`src/rtl/jiacheng_pkg.sv`:
```
// jiacheng_pkg: shared constants, op encodings and FSM state type for the jiacheng arithmetic unit.
package jiacheng_pkg;
  localparam int W = 6;
  localparam int PW = 2 * W;
  localparam int MUL_STEPS = 6;
  localparam int CW = $clog2(MUL_STEPS);
  localparam logic [1:0] OP_ADD = 2'b00;
  localparam logic [1:0] OP_SUB = 2'b01;
  localparam logic [1:0] OP_ABS = 2'b10;
  localparam logic [1:0] OP_MUL = 2'b11;
  typedef enum logic {IDLE, MUL} state_e;
endpackage

```
`src/rtl/jiacheng_mul_seq.sv`:
```
// jiacheng_mul_seq: LSB-first shift-add multiplier, MUL_STEPS steps; done_o/p_o are valid on the final step edge.
module jiacheng_mul_seq
  import jiacheng_pkg::*;
(
  input  logic          clk,
  input  logic          rst_n,
  input  logic          start_i,
  input  logic [W-1:0]  a_i,
  input  logic [W-1:0]  b_i,
  output logic          done_o,
  output logic [PW-1:0] p_o
);
  logic [PW-1:0] mcand_q, mcand_d, acc_q, acc_d;
  logic [W-1:0]  mplier_q, mplier_d;
  logic [CW-1:0] cnt_q, cnt_d;
  logic          act_q, act_d;
  // p_o is the accumulator after the current step, so the last step's sum is usable on the same edge
  always_comb begin
    p_o      = acc_q + (mplier_q[0] ? mcand_q : '0);
    done_o   = act_q && (cnt_q == CW'(MUL_STEPS - 1));
    mcand_d  = mcand_q;
    mplier_d = mplier_q;
    acc_d    = acc_q;
    cnt_d    = cnt_q;
    act_d    = act_q;
    if (start_i) begin
      mcand_d  = {{(PW-W){1'b0}}, a_i};
      mplier_d = b_i;
      acc_d    = '0;
      cnt_d    = '0;
      act_d    = 1'b1;
    end else if (act_q) begin
      mcand_d  = mcand_q << 1;
      mplier_d = mplier_q >> 1;
      acc_d    = p_o;
      cnt_d    = cnt_q + 1'b1;
      act_d    = !done_o;
    end
  end
  always_ff @(posedge clk or negedge rst_n) begin
    if (!rst_n) begin
      mcand_q  <= '0;
      mplier_q <= '0;
      acc_q    <= '0;
      cnt_q    <= '0;
      act_q    <= 1'b0;
    end else begin
      mcand_q  <= mcand_d;
      mplier_q <= mplier_d;
      acc_q    <= acc_d;
      cnt_q    <= cnt_d;
      act_q    <= act_d;
    end
  end
endmodule

```
`src/rtl/jiacheng.sv`:
```
// jiacheng: registered 6-bit add/sub/absdiff/multiply unit with valid/busy handshake.
// JIACHENG_SAT_EN: when defined, multiply overflow saturates c to 127 instead of truncating.
module jiacheng
  import jiacheng_pkg::*;
(
  input  logic         clk,
  input  logic         rst_n,
  input  logic         in_valid,
  input  logic [W-1:0] a,
  input  logic [W-1:0] b,
  input  logic [1:0]   sl,
  output logic [W:0]   c,
  output logic         ovf,
  output logic         busy,
  output logic         out_valid
);
  state_e        state_q, state_d;
  logic [W:0]    c_q, c_d, alu, mul_c;
  logic          ovf_q, ovf_d, ov_q, ov_d, mul_ovf, mul_start, mul_done;
  logic [PW-1:0] p;
  assign mul_start = in_valid && (state_q == IDLE) && (sl == OP_MUL);
  jiacheng_mul_seq u_mul (
    .clk     (clk),
    .rst_n   (rst_n),
    .start_i (mul_start),
    .a_i     (a),
    .b_i     (b),
    .done_o  (mul_done),
    .p_o     (p)
  );
  always_comb begin
    alu = (sl == OP_ADD) ? {1'b0, a} + {1'b0, b} :
          (sl == OP_SUB) ? {1'b0, a} - {1'b0, b} :
          (a >= b)       ? {1'b0, a - b} : {1'b0, b - a};
    mul_ovf = |p[PW-1:W+1];
`ifdef JIACHENG_SAT_EN
    mul_c = mul_ovf ? '1 : p[W:0];
`else
    mul_c = p[W:0];
`endif
    state_d = state_q;
    c_d     = c_q;
    ovf_d   = ovf_q;
    ov_d    = 1'b0;
    if (state_q == IDLE && in_valid) begin
      state_d = (sl == OP_MUL) ? MUL : IDLE;
      c_d     = (sl == OP_MUL) ? c_q : alu;
      ovf_d   = (sl == OP_MUL) ? ovf_q : 1'b0;
      ov_d    = (sl != OP_MUL);
    end else if (state_q == MUL && mul_done) begin
      state_d = IDLE;
      c_d     = mul_c;
      ovf_d   = mul_ovf;
      ov_d    = 1'b1;
    end
  end
  always_ff @(posedge clk or negedge rst_n) begin
    if (!rst_n) begin
      state_q <= IDLE;
      c_q     <= '0;
      ovf_q   <= 1'b0;
      ov_q    <= 1'b0;
    end else begin
      state_q <= state_d;
      c_q     <= c_d;
      ovf_q   <= ovf_d;
      ov_q    <= ov_d;
    end
  end
  assign c         = c_q;
  assign ovf       = ovf_q;
  assign busy      = (state_q == MUL);
  assign out_valid = ov_q;
endmodule

```
`config.mk`:
```
export PLATFORM = sky130hd
export DESIGN_NAME = jiacheng
export DESIGN_NICKNAME = d
export VERILOG_FILES = /design/src/rtl/jiacheng_pkg.sv /design/src/rtl/jiacheng_mul_seq.sv /design/src/rtl/jiacheng.sv
export SDC_FILE = /design/constraint.sdc
export NUM_CORES = 1
export LEC_CHECK = 0
export ABC_CLOCK_PERIOD_IN_PS = 2400
export BUFFER_PORTS_ARGS = -buffer_cell sky130_fd_sc_hd__buf_2
export CAP_MARGIN = 40
export CELL_PAD_IN_SITES_DETAIL_PLACEMENT = 1
export CELL_PAD_IN_SITES_GLOBAL_PLACEMENT = 2
export CORE_MARGIN = 1
export CORE_UTILIZATION = 34
export DETAILED_ROUTE_END_ITERATION = 8
export PLACE_DENSITY = 0.8
export SLEW_MARGIN = 20
export SYNTH_ARGS = -nofsm -noshare
export SYNTH_HDL_FRONTEND = slang
export SYNTH_SLANG_ARGS = --single-unit
```
`constraint.sdc`:
```
create_clock -name clk -period 2.4 [get_ports clk]
set_input_delay 0.12 -clock clk [delete_from_list [all_inputs] [get_ports clk]]
set_output_delay 0.12 -clock clk [all_outputs]
set_load 0.01 [all_outputs]
```
# Word level (Yosys, flattened, before mapping)

Index checks and enable logic that the tools add are counted.
Widths: inputs -> output; s select.

Muxes and demuxes: 25
Add/sub/neg operators: 6
Equal/unequal tests: 5
Bitwise gates (word level): 1
Reductions and logical operators: 10
$lt $le $gt $ge: 1

Operators with widths:

| operator            | count |
|---|---|
| $mux 12             | 5 |
| $mux 7              | 5 |
| $mux 6              | 3 |
| $add 12x12->12      | 1 |
| $sub 6x6->6         | 2 |
| $mux 1              | 10 |
| $add 6x6->7         | 1 |
| $sub 6x6->7         | 1 |
| $ge 6x6->1          | 1 |
| $mux 3              | 2 |
| $reduce_or 5->1     | 1 |
| $logic_and 1x1->1   | 4 |
| $ne 2x2->1 const B  | 2 |
| $reduce_bool 2->1   | 2 |
| $add 3x1->3 const B | 1 |
| $eq 3x3->1 const B  | 1 |
| $eq 2x1->1 const B  | 1 |
| $eq 2x2->1 const B  | 1 |
| $logic_not 2->1     | 1 |
| $reduce_and 2->1    | 1 |
| $logic_not 1->1     | 1 |
| $not 1->1           | 1 |

Flip-flop bits (word level): 44
Word-level logic and storage cells: 57

# Longest topological paths before layout

Gate-level depths: netlist of the first run.

Depth after elaboration: 6
Depth in mapped cells: 9
Depth with buffers taken out: 9

# Hierarchy

From an unflattened synthesis of the first run, not the netlist that was laid out.

Cell total of the unflattened synthesis: 390
Area, all modules: 3519.6 µm²

Modules (own cells, without submodules):

| module           | cells an instance | area each (µm²) | instances |
|---|---|---|---|
| jiacheng_mul_seq | 213               | 2073.2          | 1 |
| jiacheng         | 177               | 1446.4          | 1 |

# Least setup slack after synthesis of the first run

OpenSTA, ideal clock, no wires.

Kind: register -> register
Start: register u_mul.mplier_q[0]
End: register u_mul.acc_q[10]
Library setup time: 0.071 ns
Data arrival time: 2.201 ns
Slack: 0.127 ns
Period minus slack after synthesis: 2.273 ns
Cell stages (with the launch flop): 10
Buffers on the path: 0
Cells stage by stage: dfrtp_1 -> and2_1 -> ha_1 -> fa_1 -> a211oi_1 -> o211ai_1 -> a31oi_1 -> xor2_1 -> mux2_2 -> nor2_1

Word-level cells in the longest chain between the ends: 4

Ends and longest elaborated chain:

| what                   | RTL line               | RTL |
|---|---|---|
| start, declared        | jiacheng_mul_seq.sv:14 | `logic [W-1:0] mplier_q, mplier_d;` |
| start signal, assigned | jiacheng_mul_seq.sv:49 | `mplier_q <= mplier_d;` |
| $mux 12                | jiacheng_mul_seq.sv:19 | `p_o = acc_q + (mplier_q[0] ? mcand_q : '0);` |
| $add 12x12->12         | jiacheng_mul_seq.sv:19 |  |
| $mux 12                | jiacheng_mul_seq.sv:32 | `end else if (act_q) begin` |
| $mux 12                | jiacheng_mul_seq.sv:26 | `if (start_i) begin` |
| end signal, assigned   | jiacheng_mul_seq.sv:44 | `acc_q <= '0;` |
| end signal, assigned   | jiacheng_mul_seq.sv:50 | `acc_q <= acc_d;` |
| end, declared          | jiacheng_mul_seq.sv:13 | `logic [PW-1:0] mcand_q, mcand_d, acc_q, acc_d;` |

Every way passes these cells. The select of a mux whose other input is x is not followed.
A chain may end at the register's enable or synchronous reset.

# Final worst setup path of the first run

Start: register u_mul.mplier_q[0]
End: register ovf_q (netlist: ovf)

Word-level cells in the longest chain between the ends: 5

Ends and longest elaborated chain:

| what                 | RTL line               | RTL |
|---|---|---|
| $mux 12              | jiacheng_mul_seq.sv:19 |  |
| $add 12x12->12       | jiacheng_mul_seq.sv:19 |  |
| $reduce_or 5->1      | jiacheng.sv:35         | `mul_ovf = \|p[PW-1:W+1];` |
| $mux 1               | jiacheng.sv:50         | `end else if (state_q == MUL && mul_done) begin` |
| $mux 1               | jiacheng.sv:45         | `if (state_q == IDLE && in_valid) begin` |
| end signal, assigned | jiacheng.sv:66         | `ovf_q <= ovf_d;` |
| end, declared        | jiacheng.sv:19         | `logic ovf_q, ovf_d, ov_q, ov_d, mul_ovf, mul_start, mul_done;` |

Every way passes these cells. The select of a mux whose other input is x is not followed.

==> results of run 1 <==
cell usage after synthesis (2+ instances only):
cell / count
a211oi_1: 4
a211oi_2: 2
a21boi_1: 2
a21o_1: 9
a21oi_1: 22
a21oi_2: 2
a311oi_1: 2
a31oi_1: 4
and2_1: 12
and3_1: 3
buf_1: 2
buf_2: 9
clkbuf_1: 7
dfrtp_1: 44
fa_1: 4
ha_1: 30
inv_1: 23
mux2_2: 4
mux2i_1: 28
nand2_1: 30
nand2b_1: 8
nand3_1: 6
nand4b_1: 2
nor2_1: 35
nor2b_1: 4
nor3_1: 5
nor3b_1: 2
nor4_1: 2
o2111ai_1: 3
o211ai_1: 3
o21a_1: 3
o21ai_0: 10
o21ai_1: 17
o21bai_1: 2
o31ai_1: 2
or3b_1: 2
xnor2_1: 5
xor2_1: 4
power by group through the flow:
stage | registers [µW] | clock network (µW) | logic (µW)
6_report | 1330 | 601 | 2570
5_1_grt | 1370 | 645 | 2830
4_1_cts | 1320 | 618 | 2360
3_5_place_dp | 1320 | 0 | 2240
3_3_place_gp | 1300 | 0 | 2160
2_1_floorplan | 1280 | 0 | 1540
worst register-to-register path: cells and delay by family, from the launching register on:
kind                     cells  cell delay, ps
buffers and inverters        1             140
adder cells (fa/ha/maj)      1             330
AND/OR/NAND/NOR              1             180
AO/OA/AOI/OAI                6            1250
flip-flops                   1             410
flip-flops by register name (all words and copies together) (netlist names):
register        count
u_mul.act_q         1
c                   7
out_valid           1
ovf                 1
u_mul.mcand_q      12
u_mul.cnt_q         3
u_mul.mplier_q      6
busy                1
u_mul.acc_q        12
per-stage QoR:
step / TNS (ps) / std cells / total power (µW)
global placement: -65.3 / 555 / 3460
detailed placement: -312 / 555 / 3550
CTS: -11.6 / 568 / 4290
floorplan: 0 / 387 / 2810
global route: -502 / 573 / 4850
finish: -41.8 / 573 / 4500
cells by family after synthesis:
kind of cell | count (synthesis) | synth area share, %
buffers and inverters | 41 | 4.73
adders and majority gates | 34 | 13.0
and+or+nand+nor | 123 | 18.0
xor gates and xnor gates | 10 | 2.72
DFF | 44 | 31.5
AOI/OAI and AO/OA | 103 | 20.6
muxes | 32 | 9.32
placed cells by master (no fill, tap or decap), types with 4 or more instances in the layout:
master,count
mux2i_1,28
nand3_1,6
o21ai_1,17
ha_1,23
nand2b_1,8
buf_4,35
nand2_1,30
xor2_1,4
a21oi_1,20
a31oi_1,4
and2_4,6
a21o_1,9
buf_2,26
nor3_1,5
and2_1,7
xnor2_1,5
nor2_1,33
o21ai_0,9
dfrtp_1,43
nor2b_1,4
ha_4,5
clkbuf_8,6
inv_1,23
worst paths after layout:
| check | start | end |
|---|---|---|
| setup reg to reg | u_mul.mplier_q[0]$_DFFE_PN0P_ | ovf$_DFFE_PN0P_ |
| hold reg to reg | c[0]$_DFFE_PN0P_ | c[0]$_DFFE_PN0P_ |
| setup / recovery | u_mul.mplier_q[0]$_DFFE_PN0P_ | ovf$_DFFE_PN0P_ |
| max in group asynchronous | rst_n | u_mul.acc_q[4]$_DFFE_PN0P_ |
| hold / removal | b[5] | u_mul.mplier_q[5]$_DFFE_PN0P_ |
| min in group asynchronous | rst_n | u_mul.acc_q[11]$_DFFE_PN0P_ |
layer usage:
| layer | global-route usage, % | vias up | routed length [µm] |
|---|---|---|---|
| met5 | 0 | - | 0 |
| met4 | 3.79 | 0 | 110 |
| met3 | 2.55 | 8 | 418 |
| met2 | 31.8 | 66 | 4680 |
| met1 | 29.6 | 1522 | 4930 |
| li1 | - | 1474 | - |
layout make-up:
class / count / area (µm²) / share of cell area [%]
clock inverter: 2 / 38.8 / 0.900
tap: 133 / 166 / 3.86
timing repair buffer: 63 / 423 / 9.81
inverter: 23 / 86.3 / 2.00
sequential: 44 / 1100 / 25.6
multi-input combinational: 302 / 2410 / 55.9
clock buffer: 6 / 82.6 / 1.92
what timing repair did:
item	in CTS	in global routing
hold endpoints to repair	25	0
endpoints found under the setup margin	8	10
setup buffers	4	5
gates resized for setup	10	22
pin swaps	12	17
hold buffers	1	0
==> results.sh, run 1 <==
export IMPL_drt_wl_total_mm=10.1
export IMPL_dpl_worst_slack_ps=-138
export IMPL_route_detailed_drc=0
export IMPL_hold_depth=3
export IMPL_min_period_ps=2440
export IMPL_crit_type="reg -> reg"
export IMPL_cp_top_family="compound AO/OA/AOI/OAI gates"
export IMPL_yosysTopAreaCell="dfrtp_1"
export IMPL_critPathBufInv=1
export IMPL_n_fill_cell=1135
export IMPL_pwr_share_comb_pct=57.1
export IMPL_cts_root_buf="clkbuf_8"
export IMPL_outcome="complete, but fails checks"
export IMPL_antenna_cells=0
export IMPL_ant_nets=0
export IMPL_dr_pass1_iters=4
export IMPL_insertion_delay_ps=300
export IMPL_clock_path_buffers=2
export IMPL_synth_seq_cells=44
export IMPL_tightest_slew_ps=658
export IMPL_hold_class="in -> reg"
export IMPL_routed_via_count=3070
export IMPL_drv_cap=0
export IMPL_ys_types=67
export IMPL_fin_ws_ps=-41.8
export IMPL_worstPathCellList="buf_4, and2_1, ha_1, a211oi_4, o21ai_2, a311oi_1, a21oi_1, a211oi_2, a41oi_2"
export IMPL_final_max_slew_viol_count=0
export IMPL_swShare_pct=42.0
export IMPL_cp_slowest_cell="dfrtp_1"
export IMPL_chipWidth_um=103
export IMPL_yosysWarnings=0
export IMPL_p_sw_uw=1890
export IMPL_dp_hpwl_mm=7.60
export IMPL_syn_nets=438
export IMPL_gr_usage_all_layers_pct=20.1
export IMPL_slowest_delay_ps=410
export IMPL_grt_pass1_wl_mm=16.2
export IMPL_synth_edf_count=0
export IMPL_async_flop_share_pct=100
export IMPL_netlist_instances=387
export IMPL_hold_violations=0
export IMPL_initialDrtViolationCount=132
export IMPL_numCtsBuffers=5
export IMPL_coreArea_mm2=0.00986
export IMPL_clockPowerShare_pct=13.4
export IMPL_num_rows=36
export IMPL_power_frac_seq_pct=29.5
export IMPL_cts_tree="done"
export IMPL_grt_overflow_total=0
export IMPL_end_kind="register"
export IMPL_failed_checks="negative setup slack"
export IMPL_path_max_fanout=3
export IMPL_synth_cell_area_mm2=0.00349
export IMPL_area_growth_pct=23.5
export IMPL_final_util_pct=43.7
export IMPL_grt_antenna_before_repair=0
export IMPL_layout_drive_gt1_share_pct=25.5
export IMPL_post_route_period_util_pct=102
export IMPL_cts_htree_levels=2
export IMPL_ff2ff_setup_slack_ps=-40
export IMPL_leakage_uw=0.00200
export IMPL_setup_viol=1
export IMPL_place_area_mm2=0.00393
export IMPL_worst_path_stages=9
export IMPL_timing_hold_ws_ps=83.4
export IMPL_grt_max_degree=48
export IMPL_cp_arrival_ps=2600
export IMPL_die_h_um=103
export IMPL_via_per_inst=5.36
export IMPL_cp_data_required_time_ps=2560
export IMPL_start_kind="register"
export IMPL_yosysSeqAreaShare_pct=31.5
export IMPL_r2r_worst_path_cells=9
export IMPL_place_congestion=0.867
export IMPL_wl_per_cell_um=17.7
export IMPL_synth_top_area_share_pct=31.5
export IMPL_design_area_mm2=0.00431
export IMPL_num_io_pins=27
export IMPL_fmax_mhz=410
export IMPL_path_clk_slew_ps=90
export IMPL_first_global_vias=3082
export IMPL_avgSynthCellArea_um2=9.02
export IMPL_rsz0062_at_grt="true"
export IMPL_port_buffers=26
export IMPL_start_util_pct=35.4
export IMPL_skew_ps=10.4
export IMPL_peakVddDrop_mv=0.569
export IMPL_p_int_uw=2610
export IMPL_p_per_area_mw_per_mm2=1040
export IMPL_nets=490
export IMPL_yosys_top_cells_area="dfrtp_1 (32%), ha_1 (11%), mux2i_1 (8.0%)"
export IMPL_yosys_most_used_dff="dfrtp_1"
export IMPL_cts_sinks=44
export IMPL_dieArea_mm2=0.0107
export IMPL_relSlewSlack_pct=56.1
(Power assumes the default switching activity.)
==> run 2: changes to the inputs <==
Settings changed: TNS_END_PERCENT from default to 5.
==> results.sh, run 2 (same netlist as run 1, synthesis figures left out) <==
export IMPL_outcome="finished, final reports clean"
export IMPL_numCtsBuffers=5
export IMPL_initialDrtViolationCount=134
export IMPL_crit_type="reg -> reg"
export IMPL_cts_tree="done"
export IMPL_end_kind="register"
export IMPL_place_area_mm2=0.00393
export IMPL_fmax_mhz=420
export IMPL_drt_wl_total_mm=10.4
export IMPL_cp_data_required_time_ps=2580
export IMPL_start_kind="register"
export IMPL_grt_max_degree=48
export IMPL_dieArea_mm2=0.0107
export IMPL_num_rows=36
export IMPL_num_io_pins=27
export IMPL_dr_pass1_iters=4
export IMPL_wl_per_cell_um=18.0
export IMPL_rsz0062_at_grt="true"
export IMPL_grt_pass1_wl_mm=16.1
export IMPL_tightest_slew_ps=669
export IMPL_setup_viol=0
export IMPL_leakage_uw=0.00201
export IMPL_peakVddDrop_mv=0.567
export IMPL_dpl_worst_slack_ps=-138
export IMPL_skew_ps=11.6
export IMPL_path_max_fanout=9
export IMPL_clock_path_buffers=2
export IMPL_p_per_area_mw_per_mm2=1050
export IMPL_path_clk_slew_ps=90
export IMPL_final_common_cell="dfrtp_1"
export IMPL_cts_root_buf="clkbuf_8"
export IMPL_grt_antenna_before_repair=0
export IMPL_fin_ws_ps=21.0
export IMPL_routed_via_count=3056
export IMPL_layout_common_cells="dfrtp_1 (43), buf_4 (36), nor2_1 (33)"
export IMPL_hold_class="in -> reg"
export IMPL_design_area_mm2=0.00438
export IMPL_grt_overflow_total=0
export IMPL_relSlewSlack_pct=55.4
export IMPL_cts_htree_levels=2
export IMPL_area_growth_pct=25.3
export IMPL_via_per_inst=5.31
export IMPL_timing_hold_ws_ps=80.7
export IMPL_hold_violations=0
export IMPL_ant_nets=0
export IMPL_cp_arrival_ps=2560
export IMPL_start_util_pct=35.4
export IMPL_die_h_um=103
export IMPL_nets=492
export IMPL_layout_drive_gt1_share_pct=27.1
export IMPL_antenna_cells=0
export IMPL_dp_hpwl_mm=7.60
export IMPL_post_route_period_util_pct=99.1
export IMPL_min_period_ps=2380
export IMPL_drv_cap=0
export IMPL_coreArea_mm2=0.00986
export IMPL_place_congestion=0.867
export IMPL_cts_sinks=44
export IMPL_route_detailed_drc=0
export IMPL_gr_usage_all_layers_pct=20.0
export IMPL_first_global_vias=3077
export IMPL_insertion_delay_ps=300
export IMPL_final_max_slew_viol_count=0
export IMPL_port_buffers=26
export IMPL_chipWidth_um=103
export IMPL_p_total_uw=4580
[run 2: cell count changes in the layout (fill, tap and decap cells not counted), sizes merged]
cell | previous run | this run
buf | 62 | 64
[run 2: power breakdown]
| group | switching (µW) | leakage, µW | total (µW) | internal (µW) |
|---|---|---|---|---|
| combinational | 1390 | 0.00140 | 2640 | 1250 |
| sequential | 274 | 0.000556 | 1340 | 1070 |
| clock | 265 | 0.0000614 | 606 | 341 |
[run 2: worst paths after layout]
kind	depth (start not counted)	slack [ps]	start	endpoint
max	11	20	u_mul.mplier_q[0]$_DFFE_PN0P_	c[5]$_DFFE_PN0P_
min in group asynchronous	2	390	rst_n	u_mul.acc_q[11]$_DFFE_PN0P_
min	3	80	b[5]	u_mul.mplier_q[5]$_DFFE_PN0P_
max reg2reg	11	20	u_mul.mplier_q[0]$_DFFE_PN0P_	c[5]$_DFFE_PN0P_
max in group asynchronous	3	1400	rst_n	u_mul.acc_q[4]$_DFFE_PN0P_
min reg2reg	2	480	c[0]$_DFFE_PN0P_	c[0]$_DFFE_PN0P_
[run 2: timing repair]
item                                    4_1_cts  5_1_grt
setup buffers                                 4        7
hold buffers                                  1        0
endpoints found under the setup margin        8       10
endpoints found under the hold margin        25        0
resized for setup                             9       31
pin swaps                                     6       27
[run 2: layout make-up]
| type | count | area [µm²] |
|---|---|---|
| clock buffers | 6 | 82.6 |
| clock inverters | 2 | 38.8 |
| fillers | 1135 | 5490 |
| inverters | 23 | 86.3 |
| multi-input cells | 302 | 2460 |
| flip-flops and latches | 44 | 1100 |
| well taps | 133 | 166 |
| repair buffers | 65 | 442 |
[run 2: metrics by stage]
step                      std cells  util, %  TNS (ps)
final                           575     44.4         0
after global routing            575     44.4      -278
after CTS                       568     42.1     -41.9
after global placement          555     39.9     -65.3
after detailed placement        555     39.9      -312
after floorplan                 387        -         0
[run 2: critical path, cell delays in order, from the launching register on]
cell and delay, ps:
dfrtp_1 410, buf_4 150, buf_6 120, and2_4 160, ha_4 300, o211ai_1 90, buf_4 160, o21ai_1 240
buf_4 160, xor2_1 80, a22o_1 190, a31o_1 190
[run 2: per-layer routing]
metal	track usage (%)	up-vias	routed length (µm)
li1	-	1481	-
met1	29.3	1498	5070
met2	31.6	67	4740
met3	2.55	10	422
met4	3.79	0	128
met5	0	-	0
